--- src/rtl/riscv_32i_defs_pkg.sv ---
// riscv_32i_defs_pkg
// Shared RV32I datapath definitions: word and register-address types, the
// register-file geometry, and the types used by the register-file write
// controller (a pending write request and the controller FSM states).
// No ports; imported by the register-file write controller files.

package riscv_32i_defs_pkg;

   localparam int XLEN     = 32;
   localparam int RF_DEPTH = 32;

   typedef logic [XLEN-1:0]             word_t;
   typedef logic [$clog2(RF_DEPTH)-1:0] rf_addr_t;

   // x0 is hard-wired to zero, so writes to it are dropped
   localparam rf_addr_t X0 = '0;

   // One pending register-file write. The destination field cannot be
   // called "reg" because that is a reserved word, hence "addr".
   typedef struct packed {
      rf_addr_t addr;
      word_t    data;
   } wr_req_t;

   typedef enum logic {
      WR_INIT,
      WR_RUN
   } wr_ctrl_state_t;

endpackage

--- src/rtl/reg_file_wr_ctrl_if.sv ---
// reg_file_wr_ctrl_if
// Bundles every signal of the register-file write controller apart from
// clock and reset: the ALU and load writeback handshakes, the register-file
// write port, the two pending-query ports and the init-done flag.
// Modports:
//   master - the write controller (takes requests, drives the write port)
//   slave  - the datapath / register file side

interface reg_file_wr_ctrl_if;
   import riscv_32i_defs_pkg::*;

   logic     alu_wr_valid;
   rf_addr_t alu_wr_reg;
   word_t    alu_wr_data;
   logic     alu_wr_ready;

   logic     mem_wr_valid;
   rf_addr_t mem_wr_reg;
   word_t    mem_wr_data;
   logic     mem_wr_ready;

   logic     wr_en;
   rf_addr_t wr_reg;
   word_t    wr_data;

   rf_addr_t rd_reg_1;
   rf_addr_t rd_reg_2;
   logic     pend_hit_1;
   logic     pend_hit_2;
   word_t    pend_data_1;
   word_t    pend_data_2;

   logic     init_done;

   modport master (
      input  alu_wr_valid, alu_wr_reg, alu_wr_data,
      output alu_wr_ready,
      input  mem_wr_valid, mem_wr_reg, mem_wr_data,
      output mem_wr_ready,
      output wr_en, wr_reg, wr_data,
      input  rd_reg_1, rd_reg_2,
      output pend_hit_1, pend_hit_2, pend_data_1, pend_data_2,
      output init_done
   );

   modport slave (
      output alu_wr_valid, alu_wr_reg, alu_wr_data,
      input  alu_wr_ready,
      output mem_wr_valid, mem_wr_reg, mem_wr_data,
      input  mem_wr_ready,
      input  wr_en, wr_reg, wr_data,
      output rd_reg_1, rd_reg_2,
      input  pend_hit_1, pend_hit_2, pend_data_1, pend_data_2,
      input  init_done
   );

endinterface

--- src/rtl/reg_file_wr_fifo.sv ---
// reg_file_wr_fifo
// Pending-write FIFO for the register-file write controller. Holds the
// accepted but not yet issued writes and exposes its whole storage plus a
// valid mask so the controller can search it for bypass data.
// Ports:
//   clk, rst     - clock, asynchronous active-high reset (flushes everything)
//   push_i       - enqueue pushData_i (ignored when full)
//   pushData_i   - request to enqueue
//   pop_i        - dequeue the head (ignored when empty)
//   head_o       - oldest entry
//   count_o      - number of valid entries
//   wrPtr_o      - slot the next push lands in (youngest entry is wrPtr_o-1)
//   entries_o    - raw storage, indexed by slot
//   valid_o      - per-slot valid mask

module reg_file_wr_fifo
   import riscv_32i_defs_pkg::*;
#(
   parameter  int FIFO_DEPTH = 4,
   localparam int PW         = $clog2(FIFO_DEPTH),
   localparam int CW         = PW + 1
) (
   input  logic                           clk,
   input  logic                           rst,
   input  logic                           push_i,
   input  wr_req_t                        pushData_i,
   input  logic                           pop_i,
   output wr_req_t                        head_o,
   output logic    [CW-1:0]               count_o,
   output logic    [PW-1:0]               wrPtr_o,
   output wr_req_t [FIFO_DEPTH-1:0]       entries_o,
   output logic    [FIFO_DEPTH-1:0]       valid_o
);

   wr_req_t [FIFO_DEPTH-1:0] mem_q;
   logic    [PW-1:0]         wrPtr_q;
   logic    [PW-1:0]         rdPtr_q;
   logic    [CW-1:0]         count_q;
   logic                     doPush;
   logic                     doPop;

   assign doPush = push_i && (count_q != CW'(FIFO_DEPTH));
   assign doPop  = pop_i && (count_q != '0);

   // Storage, pointers and occupancy. Pointers wrap naturally because the
   // depth is a power of two; a simultaneous push and pop keeps the count.
   always_ff @(posedge clk or posedge rst) begin
      if (rst) begin
         mem_q   <= '0;
         wrPtr_q <= '0;
         rdPtr_q <= '0;
         count_q <= '0;
      end else begin
         if (doPush) begin
            mem_q[wrPtr_q] <= pushData_i;
            wrPtr_q        <= wrPtr_q + 1'b1;
         end
         if (doPop) begin
            rdPtr_q <= rdPtr_q + 1'b1;
         end
         case ({doPush, doPop})
            2'b10:   count_q <= count_q + 1'b1;
            2'b01:   count_q <= count_q - 1'b1;
            default: count_q <= count_q;
         endcase
      end
   end

   // A slot is valid when its distance from the read pointer is below the
   // occupancy; this also covers the wrapped case.
   always_comb begin
      valid_o = '0;
      for (int i = 0; i < FIFO_DEPTH; i++) begin
         logic [PW-1:0] offset;
         offset     = PW'(i) - rdPtr_q;
         valid_o[i] = ({1'b0, offset} < count_q);
      end
   end

   assign head_o    = mem_q[rdPtr_q];
   assign count_o   = count_q;
   assign wrPtr_o   = wrPtr_q;
   assign entries_o = mem_q;

endmodule

--- src/rtl/reg_file_wr_ctrl.sv ---
// reg_file_wr_ctrl
// Write-side controller for the register file. After reset it clears
// x1..x31 one per cycle, then merges ALU and load writebacks (ALU has fixed
// priority) through a pending FIFO onto the single registered write port,
// and answers two combinational pending queries for bypassing.
// Ports:
//   clk, rst - clock, asynchronous active-high reset
//   bus      - reg_file_wr_ctrl_if.master: writeback handshakes, write port,
//              pending queries and init_done

module reg_file_wr_ctrl
   import riscv_32i_defs_pkg::*;
#(
   parameter  int FIFO_DEPTH = 4,
   localparam int PW         = $clog2(FIFO_DEPTH),
   localparam int CW         = PW + 1
) (
   input  logic                clk,
   input  logic                rst,
   reg_file_wr_ctrl_if.master  bus
);

   typedef struct packed {
      logic  hit;
      word_t data;
   } pend_t;

   wr_ctrl_state_t state_q, state_d;
   rf_addr_t       idx_q, idx_d;
   logic           wrEn_q, wrEn_d;
   rf_addr_t       wrReg_q, wrReg_d;
   word_t          wrData_q, wrData_d;
   logic           initDone_q, initDone_d;

   logic                     aluReady;
   logic                     memReady;
   logic                     push;
   wr_req_t                  pushData;
   logic                     pop;
   wr_req_t                  fifoHead;
   logic    [CW-1:0]         fifoCount;
   logic    [PW-1:0]         fifoWrPtr;
   wr_req_t [FIFO_DEPTH-1:0] fifoEntries;
   logic    [FIFO_DEPTH-1:0] fifoValid;
   pend_t                    pend1;
   pend_t                    pend2;

   reg_file_wr_fifo #(.FIFO_DEPTH(FIFO_DEPTH)) u_fifo (
      .clk        (clk),
      .rst        (rst),
      .push_i     (push),
      .pushData_i (pushData),
      .pop_i      (pop),
      .head_o     (fifoHead),
      .count_o    (fifoCount),
      .wrPtr_o    (fifoWrPtr),
      .entries_o  (fifoEntries),
      .valid_o    (fifoValid)
   );

   // State register plus the registered write port and clear index.
   always_ff @(posedge clk or posedge rst) begin
      if (rst) begin
         state_q    <= WR_INIT;
         idx_q      <= rf_addr_t'(1);
         wrEn_q     <= 1'b0;
         wrReg_q    <= X0;
         wrData_q   <= '0;
         initDone_q <= 1'b0;
      end else begin
         state_q    <= state_d;
         idx_q      <= idx_d;
         wrEn_q     <= wrEn_d;
         wrReg_q    <= wrReg_d;
         wrData_q   <= wrData_d;
         initDone_q <= initDone_d;
      end
   end

   // Leave the clear sequence on the edge that writes the last register.
   always_comb begin
      state_d = state_q;
      if (state_q == WR_INIT && idx_q == rf_addr_t'(RF_DEPTH - 1)) begin
         state_d = WR_RUN;
      end
   end

   // Outputs and datapath controls. Readiness looks only at the registered
   // count, so a full FIFO stays closed even if it pops this cycle. Writes
   // to x0 still handshake but never enter the FIFO.
   always_comb begin
      idx_d      = idx_q;
      wrEn_d     = 1'b0;
      wrReg_d    = wrReg_q;
      wrData_d   = wrData_q;
      initDone_d = initDone_q;
      aluReady   = 1'b0;
      memReady   = 1'b0;
      push       = 1'b0;
      pushData   = '0;
      pop        = 1'b0;
      case (state_q)
         WR_INIT: begin
            wrEn_d   = 1'b1;
            wrReg_d  = idx_q;
            wrData_d = '0;
            idx_d    = idx_q + 1'b1;
            if (idx_q == rf_addr_t'(RF_DEPTH - 1)) begin
               initDone_d = 1'b1;
            end
         end
         WR_RUN: begin
            aluReady = (fifoCount < CW'(FIFO_DEPTH));
            memReady = aluReady && !bus.alu_wr_valid;
            if (bus.alu_wr_valid && aluReady) begin
               push     = (bus.alu_wr_reg != X0);
               pushData = '{addr: bus.alu_wr_reg, data: bus.alu_wr_data};
            end else if (bus.mem_wr_valid && memReady) begin
               push     = (bus.mem_wr_reg != X0);
               pushData = '{addr: bus.mem_wr_reg, data: bus.mem_wr_data};
            end
            pop = (fifoCount != '0);
            if (pop) begin
               wrEn_d   = 1'b1;
               wrReg_d  = fifoHead.addr;
               wrData_d = fifoHead.data;
            end
         end
         default: begin
         end
      endcase
   end

   // The output register holds the oldest uncommitted write, so it is checked
   // first; FIFO slots are then scanned oldest to youngest and each match
   // overrides, leaving the youngest data.
   function automatic pend_t pendLookup(
      input rf_addr_t                 rd,
      input wr_req_t [FIFO_DEPTH-1:0] ents,
      input logic    [FIFO_DEPTH-1:0] vld,
      input logic    [PW-1:0]         wptr,
      input logic                     outEn,
      input rf_addr_t                 outReg,
      input word_t                    outData
   );
      pend_t         res;
      logic [PW-1:0] slot;
      res = '0;
      if (rd != X0) begin
         if (outEn && outReg == rd) begin
            res.hit  = 1'b1;
            res.data = outData;
         end
         for (int i = FIFO_DEPTH; i >= 1; i--) begin
            slot = wptr - PW'(i);
            if (vld[slot] && ents[slot].addr == rd) begin
               res.hit  = 1'b1;
               res.data = ents[slot].data;
            end
         end
      end
      return res;
   endfunction

   always_comb begin
      pend1 = pendLookup(bus.rd_reg_1, fifoEntries, fifoValid, fifoWrPtr,
                         wrEn_q, wrReg_q, wrData_q);
      pend2 = pendLookup(bus.rd_reg_2, fifoEntries, fifoValid, fifoWrPtr,
                         wrEn_q, wrReg_q, wrData_q);
   end

   assign bus.alu_wr_ready = aluReady;
   assign bus.mem_wr_ready = memReady;
   assign bus.wr_en        = wrEn_q;
   assign bus.wr_reg       = wrReg_q;
   assign bus.wr_data      = wrData_q;
   assign bus.init_done    = initDone_q;
   assign bus.pend_hit_1   = pend1.hit;
   assign bus.pend_data_1  = pend1.data;
   assign bus.pend_hit_2   = pend2.hit;
   assign bus.pend_data_2  = pend2.data;

endmodule
--- src/flat_wrapper.sv ---
// flat-port wrapper written by rule: the top's interface ports become plain ports
module reg_file_wr_ctrl_flat import riscv_32i_defs_pkg::*;
#(
   parameter  int FIFO_DEPTH = 4,
   localparam int PW         = $clog2(FIFO_DEPTH),
   localparam int CW         = PW + 1
)
  (clk, rst, bus_alu_wr_valid, bus_alu_wr_reg, bus_alu_wr_data, bus_alu_wr_ready, bus_mem_wr_valid, bus_mem_wr_reg, bus_mem_wr_data, bus_mem_wr_ready, bus_wr_en, bus_wr_reg, bus_wr_data, bus_rd_reg_1, bus_rd_reg_2, bus_pend_hit_1, bus_pend_hit_2, bus_pend_data_1, bus_pend_data_2, bus_init_done);
  reg_file_wr_ctrl_if bus_i ();
  input  logic clk;
  input  logic rst;
  input wire logic [$bits(bus_i.alu_wr_valid)-1:0] bus_alu_wr_valid;
  input wire logic [$bits(bus_i.alu_wr_reg)-1:0] bus_alu_wr_reg;
  input wire logic [$bits(bus_i.alu_wr_data)-1:0] bus_alu_wr_data;
  output wire logic [$bits(bus_i.alu_wr_ready)-1:0] bus_alu_wr_ready;
  input wire logic [$bits(bus_i.mem_wr_valid)-1:0] bus_mem_wr_valid;
  input wire logic [$bits(bus_i.mem_wr_reg)-1:0] bus_mem_wr_reg;
  input wire logic [$bits(bus_i.mem_wr_data)-1:0] bus_mem_wr_data;
  output wire logic [$bits(bus_i.mem_wr_ready)-1:0] bus_mem_wr_ready;
  output wire logic [$bits(bus_i.wr_en)-1:0] bus_wr_en;
  output wire logic [$bits(bus_i.wr_reg)-1:0] bus_wr_reg;
  output wire logic [$bits(bus_i.wr_data)-1:0] bus_wr_data;
  input wire logic [$bits(bus_i.rd_reg_1)-1:0] bus_rd_reg_1;
  input wire logic [$bits(bus_i.rd_reg_2)-1:0] bus_rd_reg_2;
  output wire logic [$bits(bus_i.pend_hit_1)-1:0] bus_pend_hit_1;
  output wire logic [$bits(bus_i.pend_hit_2)-1:0] bus_pend_hit_2;
  output wire logic [$bits(bus_i.pend_data_1)-1:0] bus_pend_data_1;
  output wire logic [$bits(bus_i.pend_data_2)-1:0] bus_pend_data_2;
  output wire logic [$bits(bus_i.init_done)-1:0] bus_init_done;
  assign bus_i.alu_wr_valid = bus_alu_wr_valid;
  assign bus_i.alu_wr_reg = bus_alu_wr_reg;
  assign bus_i.alu_wr_data = bus_alu_wr_data;
  assign bus_alu_wr_ready = bus_i.alu_wr_ready;
  assign bus_i.mem_wr_valid = bus_mem_wr_valid;
  assign bus_i.mem_wr_reg = bus_mem_wr_reg;
  assign bus_i.mem_wr_data = bus_mem_wr_data;
  assign bus_mem_wr_ready = bus_i.mem_wr_ready;
  assign bus_wr_en = bus_i.wr_en;
  assign bus_wr_reg = bus_i.wr_reg;
  assign bus_wr_data = bus_i.wr_data;
  assign bus_i.rd_reg_1 = bus_rd_reg_1;
  assign bus_i.rd_reg_2 = bus_rd_reg_2;
  assign bus_pend_hit_1 = bus_i.pend_hit_1;
  assign bus_pend_hit_2 = bus_i.pend_hit_2;
  assign bus_pend_data_1 = bus_i.pend_data_1;
  assign bus_pend_data_2 = bus_i.pend_data_2;
  assign bus_init_done = bus_i.init_done;
  reg_file_wr_ctrl #(.FIFO_DEPTH(FIFO_DEPTH)) u_core (.clk(clk), .rst(rst), .bus(bus_i));
endmodule
--- config.mk ---
export PLATFORM = sky130hd
export DESIGN_NAME = reg_file_wr_ctrl_flat
export DESIGN_NICKNAME = d
export VERILOG_FILES = /design/src/rtl/riscv_32i_defs_pkg.sv /design/src/rtl/reg_file_wr_ctrl_if.sv /design/src/rtl/reg_file_wr_fifo.sv /design/src/rtl/reg_file_wr_ctrl.sv /design/src/flat_wrapper.sv
export SDC_FILE = /design/constraint.sdc
export NUM_CORES = 1
export LEC_CHECK = 0
export BUFFER_PORTS_ARGS = -buffer_cell sky130_fd_sc_hd__buf_2
export CAP_MARGIN = 20
export CORE_ASPECT_RATIO = 1.5
export CORE_MARGIN = 2
export CORE_UTILIZATION = 45
export CTS_CLUSTER_SIZE = 30
export DETAILED_ROUTE_END_ITERATION = 7
export PLACE_DENSITY = 0.68
export SYNTH_ARGS = -nofsm -noshare
export SYNTH_HDL_FRONTEND = slang
export SYNTH_SLANG_ARGS = --single-unit
--- constraint.sdc ---
create_clock -name clk -period 6.2 [get_ports clk]
set_input_delay 0 -clock clk [delete_from_list [all_inputs] [get_ports clk]]
set_output_delay 0 -clock clk [all_outputs]
set_load 0.05 [all_outputs]
==> results.cfg <==
[cts]
postCtsSetupBuffers = 0
cts_tree = built
cts_hold_buf = 28
clkSinkCount = 199
post_cts_resized = 0
cts_root_buf = clkbuf_16
cts_buffers = 17
h-tree-depth = 4
clock_path_buffers = 2
clk_pin_slew_ns = 0.07
clk_latency_ns = 0.47

[die]
ios = 195
die_w_um = 161
placeableCoreArea_mm2 = 0.0365
fp.dieH_um = 239
initial_core_util_pct = 45.4
rows = 86
die_area_mm2 = 0.0384

[critical_path]
worstRegToRegCells = 6
cpMostUsedCell = buf_4
path_buf_inv = 5
crit_chain = inv_2 -> ha_4 -> inv_1 -> a221oi_1 -> a21oi_1 -> a211oi_4 -> buf_4 -> and2_1 -> buf_4 -> o311ai_0 -> a31oi_1 -> buf_2
cp_max_fo = 49
worstSetupPathType = flop to output port
critical_path.max_stage_delay_ns = 0.84
cp_slowest_cell = ha_4
worstReg2RegStart = u_core.u_fifo.count_o[2]
regToRegSetupSlack_ns = 2.66
required_ns = 6.20
endpoint_kind = output port
start_kind = flop
r2r-end = u_core.u_fifo.entries_o[100]
arrival_ns = 5.70
cp_top_family = buffers and inverters

[finish]
nets = 1900
final_cell_mix = nand2_1, o21ai_0, buf_2, dfrtp_1, mux4_2
drive_gt1_share_pct = 26.2
largest_reg_flops = 148
fin_area_mm2 = 0.0187
layout_commonest_cell = nand2_1
instances_no_fill = 2298
post-route-util_pct = 51.3
area_growth_pct = 12.9
num-fill-cells = 3232

[place]
postPlaceCellArea_mm2 = 0.0177
place.gp.congestion = 0.929
dp.cells = 2233
place_hpwl_um = 38300
portBuffers = 194
preCtsSetupSlack_ns = 1.11

[detailed_routing]
top_layer = met4
wl_met2_um = 28900
drt-met1-wl_um = 21100
first_pass_iters = 6
ant_nets = 0
drcViolationCount = 0
drt_wl_total_um = 58800
wl_per_cell_um = 25.6
drt_iter0_drc = 1669
vias_per_cell = 6.81
vias = 15656
met3_length_um = 4970

[synth]
synth_top_cell_area_share_pct = 29.9
syn-cell-area_mm2 = 0.0166
ys_ff_latch = 199
syn_inst = 1710
postSynth.asyncResetShare_pct = 100
yosys_warnings = 0
ys_seq_area_share_pct = 30.1
syn_avg_cell_area_um2 = 9.69
synth-edff-count = 0
ys.flop_type = dfrtp_1
synth.largest_area_cell = dfrtp_1
yosys-top-cells-area = dfrtp_1, mux4_2, o21ai_0
synthesis.nets = 1810
synthDistinctLibCells = 68

[power_and_ir_drop]
clockPowerShare_pct = 10.8
powerDensity_mw_per_mm2 = 591
p_int_mw = 5.18
p_seq_share_pct = 22.5
power_mw = 11.1
sw_frac_of_total_pct = 53.2
leakage_nw = 7.84
pwr-share-comb_pct = 66.7
vdd_drop_max_mv = 0.359
power_switching_mw = 5.88

[timing]
fmax_mhz = 175
hold_viol = 0
setup_tns_ns = 0
clock-skew-final_ns = 0.0119
fin_crit_sh_pct = 91.9
slew-limit-headroom_pct = 19.2
layout_setup_ws_ns = 0.500
rsz0062_at_grt = no
tightest_slew_ns = 1.21
holdWs_ns = 0.00291
slew_viol_final = 0
period_minus_slack_ns = 5.70
setup_viol = 0

[hold_path]
holdPathStages = 4
hold_path.class = input pin to flop
min_to = u_core.u_fifo.entries_o[63]
min_from = bus_alu_wr_data[26]

[status]
outcome = complete, no violations

[grt]
grt_usage_pct = 31.0
grt_overflow = 0
grt_max_degree = 143
grt_pass1_vias = 15418
antenna_found_initial = 0
grt_pass1_wl_um = 90400

[flow_run]
cap_violations = 0
[cell type report]
| type | instances | area, um^2 | area share, % |
|---|---|---|---|
| antenna | 1 | 2.50 | 0.0134 |
| sequential | 199 | 4990 | 26.7 |
| clock inverter | 12 | 163 | 0.870 |
| multi-input combinational | 1297 | 10800 | 57.6 |
| inverter | 23 | 93.8 | 0.502 |
| timing repair buffer | 262 | 1630 | 8.72 |
| clock buffer | 20 | 447 | 2.39 |
| tap | 484 | 606 | 3.24 |
[kinds of logic after synthesis]
kind of cell	Yosys count	share of synthesized area, %
AOI/OAI and AO/OA	521	21.4
DFF	199	30.1
buffers and inverters	214	5.58
and+or+nand+nor	499	13.8
xor gates and xnor gates	63	3.33
muxes	202	24.9
adders and majority gates	12	0.952
[worst reg2reg max path, cell delays in order, from the launching register on]
cell	delay, ns
dfrtp_1	0.59
nand2b_1	0.38
a221oi_2	0.94
nand2_2	0.73
buf_4	0.51
nand2_1	0.16
o21ai_0	0.09
[synth_stat cells, types with 9 or more instances]
cell type  number
nand2_1       268
o21ai_0       218
o2111a_1       25
o311ai_0       26
xnor2_1        35
and3_1         28
dfrtp_1       198
a22o_1         69
ha_1           11
mux2i_1        25
xor2_1         28
mux2_2         11
nand3_1        36
buf_2          34
o2111ai_1      25
clkbuf_1      131
a21boi_0       24
nand3b_1       33
nor4_1         11
a211oi_1        9
mux4_2        162
buf_1          13
a31oi_1        35
nor2_1         48
inv_1          20
nor3_1         45
a21oi_1        40
[routing by layer]
layer  global-route usage [%]  up-vias
met5                        0        -
met4                     20.2        0
met3                     5.34      232
met2                     52.2      973
met1                     36.4     7707
li1                         -     6744
[worst max-delay path by stage]
| stage | slack [ns] | endpoint | from | depth (start not counted) |
|---|---|---|---|---|
| 2_1_floorplan | 0.78 | u_core.bus.wr_data[0] | rst | 1 |
| 3_3_place_gp | 1.23 | bus_pend_data_2[6] | u_core.u_fifo.wrPtr_o[1] | 10 |
| 3_5_place_dp | 1.11 | bus_pend_data_2[2] | u_core.u_fifo.wrPtr_o[1] | 10 |
| 4_1_cts | 0.60 | bus_pend_data_2[2] | u_core.u_fifo.wrPtr_o[1] | 10 |
| 5_1_grt | 0.26 | bus_pend_data_1[3] | u_core.u_fifo.wrPtr_o[1] | 12 |
| 6_report | 0.50 | bus_pend_data_1[3] | u_core.u_fifo.wrPtr_o[1] | 12 |
[power by group through the flow]
stage,Combinational [mW],Clock [mW],Sequential (mW)
6_report,7.37,1.19,2.49
5_1_grt,7.80,1.25,2.57
4_1_cts,7.25,1.20,2.46
3_5_place_dp,7.19,0,2.49
3_3_place_gp,7.09,0,2.44
2_1_floorplan,5.46,0,2.32
Note: power is estimated with default switching activity, not from simulation.
